--- src/rtl/cpu_pkg.sv ---
// cpu_pkg: shared constants, PC-select encoding and target alignment for the MIPS core.
package cpu_pkg;
  localparam logic [31:0] NOP_INSTR = 32'h0000_0000;
  localparam logic [31:0] DEFAULT_RESET_PC = 32'h0000_0000;
  typedef enum logic [2:0] {SEQ, HOLD, BRANCH, JREG, JUMP} pc_sel_t;
  function automatic logic [31:0] align(input logic [31:0] a);
    return a & ~32'd3;
  endfunction
endpackage

--- src/rtl/pc_next_sel.sv ---
// pc_next_sel: priority select of the next PC; redirects beat a load-use stall.
module pc_next_sel
  import cpu_pkg::*;
(
  input  logic [31:0] pc,
  input  logic        stall,
  input  logic        branch_taken,
  input  logic [31:0] branch_target,
  input  logic        jump_reg,
  input  logic [31:0] jump_reg_target,
  input  logic        jump,
  input  logic [31:0] jump_target,
  output pc_sel_t     sel,
  output logic [31:0] pc_next
);
  always_comb begin
    sel = branch_taken ? BRANCH : jump_reg ? JREG : jump ? JUMP : stall ? HOLD : SEQ;
    pc_next = sel == BRANCH ? align(branch_target) :
              sel == JREG   ? align(jump_reg_target) :
              sel == JUMP   ? align(jump_target) :
              sel == HOLD   ? pc : pc + 32'd4;
  end
endmodule

--- src/rtl/if_stage.sv ---
// if_stage: owns the PC, fills the IF/ID register and counts fetches and flush bubbles.
module if_stage
  import cpu_pkg::*;
#(
  parameter logic [31:0] RESET_PC = DEFAULT_RESET_PC,
  parameter int          CNT_W    = 32
) (
  input  logic             clk,
  input  logic             reset_n,
  input  logic             Stall,
  input  logic             Flush,
  input  logic             BranchTaken,
  input  logic [31:0]      BranchTarget,
  input  logic             JumpReg,
  input  logic [31:0]      JumpRegTarget,
  input  logic             Jump,
  input  logic [31:0]      JumpTarget,
  output logic [31:0]      PC,
  input  logic [31:0]      Instruction,
  output logic [31:0]      IF_ID_PC,
  output logic [31:0]      IF_ID_PCPlus4,
  output logic [31:0]      IF_ID_Instruction,
  output logic             IF_ID_Valid,
  output logic [CNT_W-1:0] FetchCount,
  output logic [CNT_W-1:0] BubbleCount
);
  pc_sel_t     sel;
  logic [31:0] pc_next;
  logic [31:0] pc_plus4;
  assign pc_plus4 = PC + 32'd4;
  pc_next_sel u_sel (
    .pc              (PC),
    .stall           (Stall),
    .branch_taken    (BranchTaken),
    .branch_target   (BranchTarget),
    .jump_reg        (JumpReg),
    .jump_reg_target (JumpRegTarget),
    .jump            (Jump),
    .jump_target     (JumpTarget),
    .sel             (sel),
    .pc_next         (pc_next)
  );
  always_ff @(posedge clk or negedge reset_n) begin
    if (!reset_n) PC <= RESET_PC;
    else if (sel != HOLD) PC <= pc_next;
  end
  // A flush wins over a stall so a killed instruction can never linger in IF/ID.
  always_ff @(posedge clk or negedge reset_n) begin
    if (!reset_n) begin
      IF_ID_PC          <= '0;
      IF_ID_PCPlus4     <= '0;
      IF_ID_Instruction <= '0;
      IF_ID_Valid       <= 1'b0;
      FetchCount        <= '0;
      BubbleCount       <= '0;
    end else if (Flush) begin
      IF_ID_PC          <= PC;
      IF_ID_PCPlus4     <= pc_plus4;
      IF_ID_Instruction <= NOP_INSTR;
      IF_ID_Valid       <= 1'b0;
      BubbleCount       <= &BubbleCount ? BubbleCount : BubbleCount + 1'b1;
    end else if (!Stall) begin
      IF_ID_PC          <= PC;
      IF_ID_PCPlus4     <= pc_plus4;
      IF_ID_Instruction <= Instruction;
      IF_ID_Valid       <= 1'b1;
      FetchCount        <= &FetchCount ? FetchCount : FetchCount + 1'b1;
    end
  end
endmodule
--- config.mk ---
export PLATFORM = sky130hd
export DESIGN_NAME = if_stage
export DESIGN_NICKNAME = d
export VERILOG_FILES = /design/src/rtl/cpu_pkg.sv /design/src/rtl/pc_next_sel.sv /design/src/rtl/if_stage.sv
export SDC_FILE = /design/constraint.sdc
export NUM_CORES = 1
export LEC_CHECK = 0
export CAP_MARGIN = 40
export CORE_MARGIN = 4
export CORE_UTILIZATION = 46
export CTS_BUF_LIST = sky130_fd_sc_hd__clkbuf_4 sky130_fd_sc_hd__clkbuf_8 sky130_fd_sc_hd__clkbuf_16
export CTS_CLUSTER_SIZE = 30
export DETAILED_ROUTE_END_ITERATION = 12
export HOLD_SLACK_MARGIN = 0.05
export PLACE_DENSITY = 0.8
export SYNTH_ARGS = -nofsm -noshare
export SYNTH_HDL_FRONTEND = slang
export SYNTH_SLANG_ARGS = --single-unit
--- constraint.sdc ---
create_clock -name clk -period 2.36 [get_ports clk]
set_input_delay 0.472 -clock clk [delete_from_list [all_inputs] [get_ports clk]]
set_output_delay 0.472 -clock clk [all_outputs]
set_load 0.05 [all_outputs]
==> reports/qor.txt, run 1 <==
status = finished clean
Net Sw Frac = 36.7%
Max Slew Vio Count = 0
max cap viols = 0
die area = 22,500 µm²
pwr/cell area = 736 nW/µm²
hpwl dp = 22,800 µm
Mapped Cells = 912
crit path kind = flop to output port
Core Region = 19,700 µm²
design area = 13,700 µm²
CP endpoint = PC[5]
Detailed Route WL = 29,700 µm
Port Buffers = 315
vias = 8,446
CTS Buf Count = 17
WP data arrival = 1.81 ns
global placer's final weighted congestion = 0.888
CP startpoint kind = flop
#FFs+latches synth = 187
Internal = 0.00641 W
area share of the largest cell type after synthesis = 50.4%
clock-pin slew on the worst setup and hold paths = 0.07 ns
clk sinks = 187
largest net degree at the start of global routing = 51
router iterations before antenna repair = 5
post-synthesis sequential area ratio = 50.4%
reg2reg setup slack = 0.17 ns
Initial Utilization = 47.3%
Net Sw Power = 0.00371 W
initial antenna violation count = 0
Post-synth EDFFs = 0
RSZ-0062 raised after global routing = false
DRC = 0
Synth Area per Inst = 10.2 µm²
CP Capture Type = output port
first-pass GRT wire length = 46,600 µm
io pins = 328
endpoints failing hold = 0
grt ovf = 0
Cell variety after synth = 61
ys async rst share = 100%
Seq pwr share = 38.5%
Post-Route Utilization = 69.9%
worst reg-to-reg path cell count = 6
Worst Setup SP = PC[5]
Combinational Power Share = 33.0%
Netlist Area Pre-Place = 9290 µm²
ANT nets after route = 0
Tcrit/Tclk final = 96.6%
WP data required = 1.89 ns
die height = 150 µm
HP Class = flop to flop
Ant. Diodes = 0
worst hold margin = 0.477 ns
Layout Skew = 0.0114 ns
leakage = 5.82 nW
Detailed Route Iter0 Violations = 431
CTS Root Cell = clkbuf_16
YS warnings = 0
min Tclk post-route = 2.28 ns
largest cells by area after synthesis = dfrtp_1 50%, xnor2_1 5.6%, nand2_1 4.0%
Fill cells = 1,500
Area Overhead vs Synth = 47.9%
worst r2r src = PC[2]
power share of the clock group = 28.5%
CTS tree = yes
reg2reg end = PC[30]
Setup-failing EPs final = 0
DR vias/cell = 5.48
Worst Max-Slew Pin Slew = 0.595 ns
Max Freq = 0.439 GHz
main flop type after synthesis = dfrtp_1
deepest clock path buffer count = 2
max_slew headroom = 60.2%
VDD IR max = 646 µV
Rows = 51
chip width = 150 µm
share of layout cells above drive strength 1 = 13.2%
Synth area leader = dfrtp_1
htree depth = 4
Routed WL per cell = 19.3 µm
Final #Nets = 1,403
Clock Latency Late Sink = 0.43 ns
area of placed instances = 13,100 µm²
total global-route track usage = 26.3%
via count of the first global-routing pass = 8,738
CP Max Fanout = 7
## sequential cells by signal, indices dropped and copies added (netlist names)
name,count
IF_ID_Valid,1
BubbleCount,32
FetchCount,32
IF_ID_PC,30
PC,30
IF_ID_PCPlus4,30
IF_ID_Instruction,32
## worst min-delay path by stage
stage / end / from / cells past startpoint / slack [ns]
final: IF_ID_PCPlus4[29] / IF_ID_PCPlus4[29] / 2 / 0.48
after global routing: IF_ID_PC[14] / IF_ID_PC[14] / 2 / 0.50
after CTS: IF_ID_PCPlus4[29] / IF_ID_PCPlus4[29] / 2 / 0.48
after detailed placement: FetchCount[1] / reset_n / 1 / 0.46
after global placement: IF_ID_PCPlus4[29] / IF_ID_PCPlus4[29] / 2 / 0.46
after floorplan: BubbleCount[0] / reset_n / 0 / 0.18
## routing by layer
metal | wire [µm] | share of wire (%) | GRT usage, % | vias to the layer above
li1 | - | - | - | 3947
met1 | 11200 | 38 | 30.5 | 4083
met2 | 14700 | 49 | 46.0 | 366
met3 | 3110 | 10 | 9.27 | 50
met4 | 711 | 2.4 | 7.96 | 0
met5 | 0 | 0 | 0 | -
## per-stage QoR
| step | cells | setup WS [ns] | total power [W] | TNS (ns) |
|---|---|---|---|---|
| after global placement | 1509 | -0.0535 | 0.00723 | -0.176 |
| after CTS | 1541 | 0.0602 | 0.0102 | 0 |
| after floorplan | 917 | 0.00603 | 0.00586 | 0 |
| after detailed placement | 1509 | -0.130 | 0.00729 | -1.08 |
| after global routing | 1541 | 0.0199 | 0.0106 | 0 |
| final | 1541 | 0.0795 | 0.0101 | 0 |
## critical path, stage by stage, from the launching register on
cell and delay (ns):
dfrtp_1 0.37, buf_4 0.16, clkdlybuf4s50_1 0.85
## synthesized netlist by cell type (17+ instances only)
cell type / n
dfrtp_1: 187
nand2_1: 100
o21ai_0: 71
xnor2_1: 59
nor2_1: 49
nand3_1: 40
clkbuf_1: 38
mux2i_1: 35
xor2_1: 26
nand4_1: 25
a22oi_1: 24
mux2_2: 23
a31oi_1: 22
inv_1: 17
## kinds of logic after synthesis
logic type	Yosys count	synth area share, %
mux	58	6.56
simple gates	302	16.9
compound gates	197	14.0
other cells	1	0.0404
xor+xnor	85	8.01
fa+ha+maj	4	0.539
buf+inv	78	3.65
flops	187	50.4
## layout by cell type, fill, tap and decap left out, types with 23 or more instances in the layout
cell type / n
nor2_1: 48
clkdlybuf4s50_1: 310
a22oi_1: 24
buf_4: 68
nand3_1: 40
dfrtp_1: 181
mux2_2: 23
xor2_1: 26
xnor2_1: 59
mux2i_1: 35
nand4_1: 25
nand2_1: 100
o21ai_0: 71
## layout make-up
type                    instances  area (µm²)  area share, %
clock buffers                  19         447           3.25
clock inverters                12         138           1.00
inverters                      18        67.6          0.492
multi-input cells             652        4320           31.4
flip-flops and latches        187        4690           34.1
well taps                     265         332           2.41
repair buffers                388        3760           27.4
## what timing repair did
item,CTS,global route
hold buffers,1,0
hold endpoints to repair,44,0
buffers inserted,0,0
endpoints found under the setup margin,0,3
gates resized for setup,0,3
## power groups by stage
stage	combinational (W)	clock [W]	sequential, W
6_report	0.00334	0.00289	0.00390
5_1_grt	0.00351	0.00308	0.00396
4_1_cts	0.00336	0.00294	0.00390
3_5_place_dp	0.00334	0	0.00395
3_3_place_gp	0.00330	0	0.00393
2_1_floorplan	0.000711	0	0.00515
(Power assumes the default switching activity.)
==> run 2, diff against run 1 <==
Clock period 2.36 ns to 2.44 ns, I/O delays scaled along.
==> reports/qor.txt, run 2 (synthesis gave the netlist of run 1 again) <==
Slowest-stage cell, CP = clkdlybuf4s50_1
RSZ-0062 raised after global routing = false
worst r2r src = PC[2]
Post-CTS Resized = 0
Top Registers = BubbleCount (32), FetchCount (32), IF_ID_Instruction (32)
router iterations before antenna repair = 5
buffer count from post-CTS setup fixing = 0
Post-Place Setup Slack = -0.0290 ns
via count of the first global-routing pass = 8,482
max_slew headroom = 61.1%
leakage = 5.72 nW
largest net degree at the start of global routing = 64
Buffers & Inverters on Critical Path = 1
CTS Root Cell = clkbuf_16
Net Sw Frac = 36.5%
Seq pwr share = 38.9%
Final #Nets = 1,387
vias = 8,357
Layout Skew = 0.0116 ns
Initial Utilization = 47.3%
Setup-failing EPs final = 0
Ant. Diodes = 0
Net Sw Power = 0.00353 W
Detailed Route WL = 29,200 µm
initial antenna violation count = 1
delay-heaviest family, CP = buffers and inverters
share of layout cells above drive strength 1 = 11.9%
Routed WL per cell = 19.2 µm
Internal = 0.00614 W
Tot Pwr = 0.00967 W
Worst Setup SP = PC[25]
chip width = 150 µm
WP data arrival = 1.83 ns
design area = 13,600 µm²
ANT nets after route = 0
VDD IR max = 625 µV
total global-route track usage = 25.6%
die height = 150 µm
CP startpoint kind = flop
commonest non-fill, non-tap cell in the layout = clkdlybuf4s50_1
area of placed instances = 13,000 µm²
CP Max Fanout = 8
power share of the clock group = 28.1%
Tcrit/Tclk final = 95.1%
CTS tree = yes
max cap viols = 0
PnR worst setup slack = 0.119 ns
Core Region = 19,700 µm²
Post-Route Utilization = 69.2%
Max Slew Vio Count = 0
CTS Buf Count = 17
DRC = 0
Area Overhead vs Synth = 46.3%
crit-path cells = clkdlybuf4s50_1
grt ovf = 0
deepest clock path buffer count = 2
Max Freq = 0.431 GHz
CP Capture Type = output port
Clock Latency Late Sink = 0.43 ns
worst hold margin = 0.0552 ns
WP data required = 1.95 ns
clk sinks = 187
Worst Max-Slew Pin Slew = 0.582 ns
first-pass GRT wire length = 45,200 µm
HP Class = primary input to asynchronous set/reset pin
Detailed Route Iter0 Violations = 467
pwr/cell area = 712 nW/µm²
io pins = 328
endpoints failing hold = 0
most frequent cells in the layout = 310 x clkdlybuf4s50_1, 183 x dfrtp_1, 100 x nand2_1, 71 x o21ai_0, 59 x xnor2_1
die area = 22,500 µm²
slowest stage delay, CP = 0.88 ns
Port Buffers = 315
clock-pin slew on the worst setup and hold paths = 0.07 ns
status = finished clean
Rows = 51
hold_buf cts = 0
htree depth = 4
min Tclk post-route = 2.32 ns
DR vias/cell = 5.48
Combinational Power Share = 33.0%
global placer's final weighted congestion = 0.864
crit path kind = flop to output port
hpwl dp = 22,300 µm
## run 2: worst register-to-register path: stages (launching register included)
cell and delay, ns:
dfrtp_2 0.42, ha_1 0.27, nand2_1 0.15, or4_4 0.61, or3_4 0.42, o31ai_2 0.23, a2bb2oi_2 0.08
## run 2: per-stage QoR
step           instances  TNS [ns]
2_1_floorplan        917         0
3_3_place_gp        1494         0
3_5_place_dp        1494   -0.0290
4_1_cts             1524         0
5_1_grt             1524         0
6_report            1524         0
## run 2: path summary, 6_finish.rpt
path | to | slack [ns] | cells after the start
setup / recovery | PC[25] | 0.12 | 1
hold / removal | IF_ID_Instruction[1] | 0.06 | 1
setup reg to reg | PC[30] | 0.13 | 6
hold reg to reg | IF_ID_PCPlus4[9] | 0.48 | 2
max in group asynchronous | PC[8] | 1.71 | 2
min in group clk | IF_ID_PCPlus4[9] | 0.48 | 2
## run 2: power groups by stage
| stage | Clock, W | Sequential [W] | Combinational, W |
|---|---|---|---|
| global placement | 0 | 0.00380 | 0.00316 |
| global route | 0.00290 | 0.00382 | 0.00336 |
| CTS | 0.00277 | 0.00377 | 0.00321 |
| finish | 0.00272 | 0.00377 | 0.00319 |
| detailed placement | 0 | 0.00382 | 0.00320 |
| floorplan | 0 | 0.00498 | 0.000688 |
## run 2: area by class of cell
cell class                      count  area, µm²
Inverter                           18       67.6
Timing Repair Buffer              372       3630
Tap cell                          265        332
Fill cell                        1512       6060
Sequential cell                   187       4680
Clock inverter                      8       86.3
Multi-Input combinational cell    652       4300
Clock buffer                       22        488
## run 2: per-layer routing
layer / up-vias / wire (µm) / part of all wire [%] / global-route usage [%]
met5: - / 14 / 0.048 / 0
met4: 2 / 986 / 3.4 / 10.4
met3: 68 / 2960 / 10 / 8.58
met2: 366 / 13900 / 47 / 42.7
met1: 3989 / 11400 / 39 / 30.7
li1: 3932 / - / - / -
